==> src/rtl/turn_signal_seq_if.sv <==
// Switch inputs and lamp/decoder outputs of the turn-signal sequencer, bundled as one port.
// The board/testbench drives the master side and the sequencer takes the slave side.
interface turn_signal_seq_if;
    logic       left_sw;
    logic       right_sw;
    logic       hazard_sw;
    logic [2:0] seg_code;
    logic [2:0] left_lamps;
    logic [2:0] right_lamps;
    logic       busy;

    modport master (
        output left_sw, right_sw, hazard_sw,
        input  seg_code, left_lamps, right_lamps, busy
    );

    modport slave (
        input  left_sw, right_sw, hazard_sw,
        output seg_code, left_lamps, right_lamps, busy
    );
endinterface

==> src/rtl/turn_signal_seq.sv <==
// Three-lamp left/right turn-signal sequencer with a seven-segment mode code.
// Define HAZARD_EN to add the hazard flasher (HZ_ON/HZ_OFF states).
module turn_signal_seq #(
    parameter  int TICK_DIV = 25_000_000,
    localparam int CNT_W    = $clog2(TICK_DIV)
) (
    input  logic                 clk,
    input  logic                 rst_n,
    turn_signal_seq_if.slave     sig
);

`ifdef HAZARD_EN
    typedef enum logic [3:0] {
        IDLE, L1, L2, L3, R1, R2, R3, HZ_ON, HZ_OFF
    } state_t;
`else
    typedef enum logic [2:0] {
        IDLE, L1, L2, L3, R1, R2, R3
    } state_t;
`endif

    localparam logic [CNT_W-1:0] CNT_LAST = CNT_W'(TICK_DIV - 1);

    state_t           state_q, state_d;
    logic [CNT_W-1:0] cnt_q, cnt_d;
    logic [2:0]       seg_code_q, seg_code_d;
    logic [2:0]       left_lamps_q, left_lamps_d;
    logic [2:0]       right_lamps_q, right_lamps_d;
    logic             busy_q, busy_d;

    logic left_meta_q, left_sync_q;
    logic right_meta_q, right_sync_q;
    logic hz;
    logic req_l, req_r, any_req, tick;

    always_ff @(posedge clk or negedge rst_n) begin
        if (!rst_n) begin
            left_meta_q  <= 1'b0;
            left_sync_q  <= 1'b0;
            right_meta_q <= 1'b0;
            right_sync_q <= 1'b0;
        end else begin
            left_meta_q  <= sig.left_sw;
            left_sync_q  <= left_meta_q;
            right_meta_q <= sig.right_sw;
            right_sync_q <= right_meta_q;
        end
    end

`ifdef HAZARD_EN
    logic hazard_meta_q, hazard_sync_q;

    always_ff @(posedge clk or negedge rst_n) begin
        if (!rst_n) begin
            hazard_meta_q <= 1'b0;
            hazard_sync_q <= 1'b0;
        end else begin
            hazard_meta_q <= sig.hazard_sw;
            hazard_sync_q <= hazard_meta_q;
        end
    end

    assign hz = hazard_sync_q;
`else
    logic unused_hazard;
    assign unused_hazard = sig.hazard_sw;
    assign hz = 1'b0;
`endif

    // Both directions at once cancel each other; hazard outranks either direction.
    assign req_l   = left_sync_q & ~right_sync_q;
    assign req_r   = right_sync_q & ~left_sync_q;
    assign any_req = hz | req_l | req_r;
    assign tick    = (cnt_q == CNT_LAST);

    // Prescaler parks at zero while idle so the first lamp always lands a full step after a request.
    always_comb begin
        cnt_d = cnt_q + 1'b1;
        if ((state_q == IDLE) && !any_req) begin
            cnt_d = '0;
        end else if (tick) begin
            cnt_d = '0;
        end
    end

    always_comb begin
        state_d = state_q;
        if (tick) begin
            case (state_q)
                IDLE: begin
                    if (req_l)      state_d = L1;
                    else if (req_r) state_d = R1;
                end
                L1:      state_d = req_l ? L2 : IDLE;
                L2:      state_d = req_l ? L3 : IDLE;
                L3:      state_d = IDLE;
                R1:      state_d = req_r ? R2 : IDLE;
                R2:      state_d = req_r ? R3 : IDLE;
                R3:      state_d = IDLE;
`ifdef HAZARD_EN
                HZ_ON:   state_d = hz ? HZ_OFF : IDLE;
                HZ_OFF:  state_d = hz ? HZ_ON : IDLE;
`endif
                default: state_d = IDLE;
            endcase
`ifdef HAZARD_EN
            if (hz && (state_q != HZ_ON) && (state_q != HZ_OFF)) begin
                state_d = HZ_ON;
            end
`endif
        end
    end

    // Outputs are decoded from the next state so they change on the same edge as the state.
    always_comb begin
        seg_code_d    = 3'b000;
        left_lamps_d  = 3'b000;
        right_lamps_d = 3'b000;
        busy_d        = (state_d != IDLE);
        case (state_d)
            L1: begin seg_code_d = 3'b001; left_lamps_d  = 3'b001; end
            L2: begin seg_code_d = 3'b001; left_lamps_d  = 3'b011; end
            L3: begin seg_code_d = 3'b001; left_lamps_d  = 3'b111; end
            R1: begin seg_code_d = 3'b011; right_lamps_d = 3'b001; end
            R2: begin seg_code_d = 3'b011; right_lamps_d = 3'b011; end
            R3: begin seg_code_d = 3'b011; right_lamps_d = 3'b111; end
`ifdef HAZARD_EN
            HZ_ON: begin
                left_lamps_d  = 3'b111;
                right_lamps_d = 3'b111;
            end
`endif
            default: ;
        endcase
    end

    always_ff @(posedge clk or negedge rst_n) begin
        if (!rst_n) begin
            state_q       <= IDLE;
            cnt_q         <= '0;
            seg_code_q    <= 3'b000;
            left_lamps_q  <= 3'b000;
            right_lamps_q <= 3'b000;
            busy_q        <= 1'b0;
        end else begin
            state_q       <= state_d;
            cnt_q         <= cnt_d;
            seg_code_q    <= seg_code_d;
            left_lamps_q  <= left_lamps_d;
            right_lamps_q <= right_lamps_d;
            busy_q        <= busy_d;
        end
    end

    assign sig.seg_code    = seg_code_q;
    assign sig.left_lamps  = left_lamps_q;
    assign sig.right_lamps = right_lamps_q;
    assign sig.busy        = busy_q;

endmodule

==> src/flat_wrapper.sv <==
// flat-port wrapper written by rule: the top's interface ports become plain ports
module turn_signal_seq_flat 
#(
    parameter  int TICK_DIV = 25_000_000,
    localparam int CNT_W    = $clog2(TICK_DIV)
)
  (clk, rst_n, sig_left_sw, sig_right_sw, sig_hazard_sw, sig_seg_code, sig_left_lamps, sig_right_lamps, sig_busy);
  turn_signal_seq_if sig_i ();
  input  logic clk;
  input  logic rst_n;
  input wire logic [$bits(sig_i.left_sw)-1:0] sig_left_sw;
  input wire logic [$bits(sig_i.right_sw)-1:0] sig_right_sw;
  input wire logic [$bits(sig_i.hazard_sw)-1:0] sig_hazard_sw;
  output wire logic [$bits(sig_i.seg_code)-1:0] sig_seg_code;
  output wire logic [$bits(sig_i.left_lamps)-1:0] sig_left_lamps;
  output wire logic [$bits(sig_i.right_lamps)-1:0] sig_right_lamps;
  output wire logic [$bits(sig_i.busy)-1:0] sig_busy;
  assign sig_i.left_sw = sig_left_sw;
  assign sig_i.right_sw = sig_right_sw;
  assign sig_i.hazard_sw = sig_hazard_sw;
  assign sig_seg_code = sig_i.seg_code;
  assign sig_left_lamps = sig_i.left_lamps;
  assign sig_right_lamps = sig_i.right_lamps;
  assign sig_busy = sig_i.busy;
  turn_signal_seq #(.TICK_DIV(TICK_DIV)) u_core (.clk(clk), .rst_n(rst_n), .sig(sig_i));
endmodule
==> config.mk <==
export PLATFORM = sky130hd
export DESIGN_NAME = turn_signal_seq_flat
export DESIGN_NICKNAME = d
export VERILOG_FILES = /design/src/rtl/turn_signal_seq_if.sv /design/src/rtl/turn_signal_seq.sv /design/src/flat_wrapper.sv
export SDC_FILE = /design/constraint.sdc
export NUM_CORES = 1
export LEC_CHECK = 0
export CAP_MARGIN = 25
export CORE_MARGIN = 2
export CORE_UTILIZATION = 57
export DETAILED_ROUTE_END_ITERATION = 6
export PLACE_DENSITY = 0.79
export SYNTH_ARGS = -nofsm -noshare
export SYNTH_HDL_FRONTEND = slang
export SYNTH_SLANG_ARGS = --single-unit
==> constraint.sdc <==
create_clock -name clk -period 2.6 [get_ports clk]
set_clock_uncertainty 0.2 [all_clocks]
set_input_delay 0.52 -clock clk [delete_from_list [all_inputs] [get_ports clk]]
set_output_delay 0.52 -clock clk [all_outputs]
set_load 0.01 [all_outputs]
==> implementation parameters, run 1 <==
Parameter                              Value

STA
  Setup Viol. Count Final    0
  RSZ-0062 raised after global routing    no
  Number of pins exceeding their max-slew limit in the final report    0
  Headroom to the max-slew limit    42.6%
  Final critical-path required period    2350 ps
  Number of endpoints with negative hold slack in the final report    0
  Setup Total Neg Slack    0 ps
  Highest clock frequency the design can meet    425 MHz
  Worst hold margin    63.0 ps
  Slew at the pin closest to its max-slew limit    861 ps
  Crit share post-route    90.5%

Synth
  Library cell with the highest instance count after synthesis    dfrtp_1
  Synth async-reset ratio    100%
  Mean cell area of the mapped netlist    9.81 um2
  Count of distinct cell types in the synthesized netlist    35
  Register bit count reported by yosys    41
  Cell accounting for the most synthesized area    dfrtp_1
  Cell Area, Synth    1960 um2
  Post-synth net total    208
  Proportion of netlist area held by the largest area contributor    52.3%
  Sequential element share of the synthesized area    52.3%
  Synth cell count leaders    dfrtp_1, nor2_1, nand2_1
  Largest cells by area after synthesis    dfrtp_1, xor2_1, nor2_1, nand3_1, nand2_1
  Most used DFF post-synth    dfrtp_1
  Synth warnings    0
  Post-Synthesis Cells    200
  Count of flip-flops with a built-in enable after synthesis    0

Critical path
  Arrival @ worst endpoint    2430 ps
  Startpoint-to-endpoint class of the critical path    reg -> reg
  Maximum fanout along the worst path    14
  Worst endpoint required time    2680 ps
  FF-to-FF path depth    6
  End of the worst register-to-register path    u_core.sig.seg_code[1]
  Crit path capture type    flop
  R2R Path Start    u_core.cnt_q[0]
  Sort of element at the start of the critical path    flop
  R2r setup slk    250 ps

Placed design
  Count of buffers inserted at the top-level ports    12
  Instance area after placement    2130 um2
  Final HPWL from detailed placement    2.38 mm
  Gpl congestion    0.789

Floorplan
  Initial standard-cell utilization of the core    59.3%
  Full die area    3930 um2
  Row count    21
  I/O Pins    15
  Die Span Y    62.7 um
  Core area    3310 um2
  Width of the chip    62.7 um

Detailed routing
  Count of routing violations after the opening detailed-route iteration    62
  Count of vias placed by the detailed router    1451
  Antenna-violating nets left    0
  DRC violation count after routing    0
  First-pass iteration count of the detailed router    4
  Wire per inst    13.2 um
  WL final    3.46 mm
  Via density per instance    5.52

GRT
  Antenna violations before repair    0
  Global routing usage on met3    5.05%
  Met2 capacity usage during global routing    33.5%
  GRT met1 Usage    25.2%
  Largest net degree at the start of global routing    42
  Wire length of the first global-routing pass    6.20 mm
  Residual overflow from global routing    0
  Most used routing layer    met2
  Via count of the first global-routing pass    1427
  Tot GR Track Use    20.0%

Hold path
  Worst min-delay path category    in -> async

CTS
  Number of levels in the clock H-tree    2
  CTS Root Buffer Type    clkbuf_4
  Num CTS Buffers    5
  Clock slew at reported path FFs    120 ps
  CTS tree    done
  Clock Path Buffers    2
  Hold-fix buffers, CTS    0
  Insertion delay of the later-clocked pin in the worst-skew pair    350 ps
  Number of clock sinks seen by CTS    41
  Number of gates resized after cts    0
  Number of buffers added for setup after CTS    0

Final layout
  Fillcell total    272
  Fraction of final layout cells with drive strength greater than 1    8.76%
  Utilization after layout    65.8%
  Area growth syn-to-layout    11.1%
  Post-layout instance area    2180 um2
  Inserted Diodes    0
  Final nets    224

Power
  Leakage dissipation    0.959 nW
  Worst voltage drop across the vdd grid    306 uV
  Power Density    465 nW/um2

Job
  Max-Cap Viols    0

Outcome
  Result of the run    finished clean
metrics by stage:
stage | worst slack, ps | instances | power, mW
floorplan | 474 | 200 | 0.700
global placement | 331 | 255 | 0.722
detailed placement | 314 | 255 | 0.724
CTS | 257 | 263 | 1.03
finish | 248 | 263 | 1.01
global route | 156 | 263 | 1.06
worst max-delay path: stages (launching register included):
cell	delay (ps)
dfrtp_1	410
ha_1	220
nand2_1	100
or2_4	260
or3_4	470
or4b_4	510
nand3_1	100
registers in the layout, summed over array words and instances, names as in the netlist:
| name | count |
|---|---|
| u_core.right_sync_q | 1 |
| u_core.left_meta_q | 1 |
| u_core.sig.right_lamps | 3 |
| u_core.sig.left_lamps | 3 |
| u_core.sig.seg_code | 2 |
| u_core.state_q | 3 |
| u_core.sig.busy | 1 |
| u_core.left_sync_q | 1 |
| u_core.cnt_q | 25 |
| u_core.right_meta_q | 1 |
kinds of logic after synthesis:
logic type	synth area share [%]
simple gates	27.6
flops	52.3
xor+xnor	10.3
compound gates	5.10
buf+inv	2.61
fa+ha+maj	1.91
other cells	0.191
cells in the final DEF, fill, tap and decap left out, types with 2 or more instances in the layout:
cell type,synthesis,routed
buf_4,1,3
a21oi_1,6,6
and3_1,5,5
ha_1,3,3
nor3_1,6,6
nand4_1,8,8
clkinv_2,0,2
xor2_1,17,17
nand3_1,16,16
nor2_1,30,30
nor2b_1,7,7
xnor2_1,6,6
clkdlybuf4s50_1,0,11
nand2_1,20,20
nand4b_1,2,2
inv_1,6,6
dfrtp_1,41,41
o21ai_0,4,4
clkbuf_4,0,5
where the power goes:
part	switching, mW	internal [mW]
clock network	0.199	0.103
logic	0.0375	0.0174
registers	0.00931	0.648
total	0.245	0.768
routing by layer:
| metal | vias to the layer above | wire, um |
|---|---|---|
| li1 | 706 | - |
| met1 | 700 | 1600 |
| met2 | 40 | 1630 |
| met3 | 5 | 171 |
| met4 | 0 | 59 |
| met5 | - | 0 |
worst max path at each step:
stage               startpoint                   endpoint  cells after the start
2_1_floorplan  u_core.cnt_q[0]  u_core.sig.right_lamps[0]                      6
3_3_place_gp   u_core.cnt_q[0]  u_core.sig.right_lamps[0]                      6
3_5_place_dp   u_core.cnt_q[0]     u_core.sig.seg_code[1]                      6
4_1_cts        u_core.cnt_q[0]     u_core.sig.seg_code[1]                      6
5_1_grt        u_core.cnt_q[6]     u_core.sig.seg_code[1]                      5
6_report       u_core.cnt_q[0]     u_core.sig.seg_code[1]                      6
layout make-up:
class | count | area [um2] | area share (%)
clock buffer | 6 | 41.3 | 1.89
clock inverter | 2 | 10.0 | 0.459
inverter | 6 | 22.5 | 1.03
multi-input combinational | 147 | 885 | 40.6
sequential | 41 | 1030 | 47.1
tap | 46 | 57.6 | 2.64
timing repair buffer | 15 | 138 | 6.31
Power figures use the tool's default switching activity.
==> run 2: changes to the inputs <==
- TNS_END_PERCENT: default -> 5
==> results of run 2 <==
The final DEF is identical to that of run 1; final timing and power are the same.
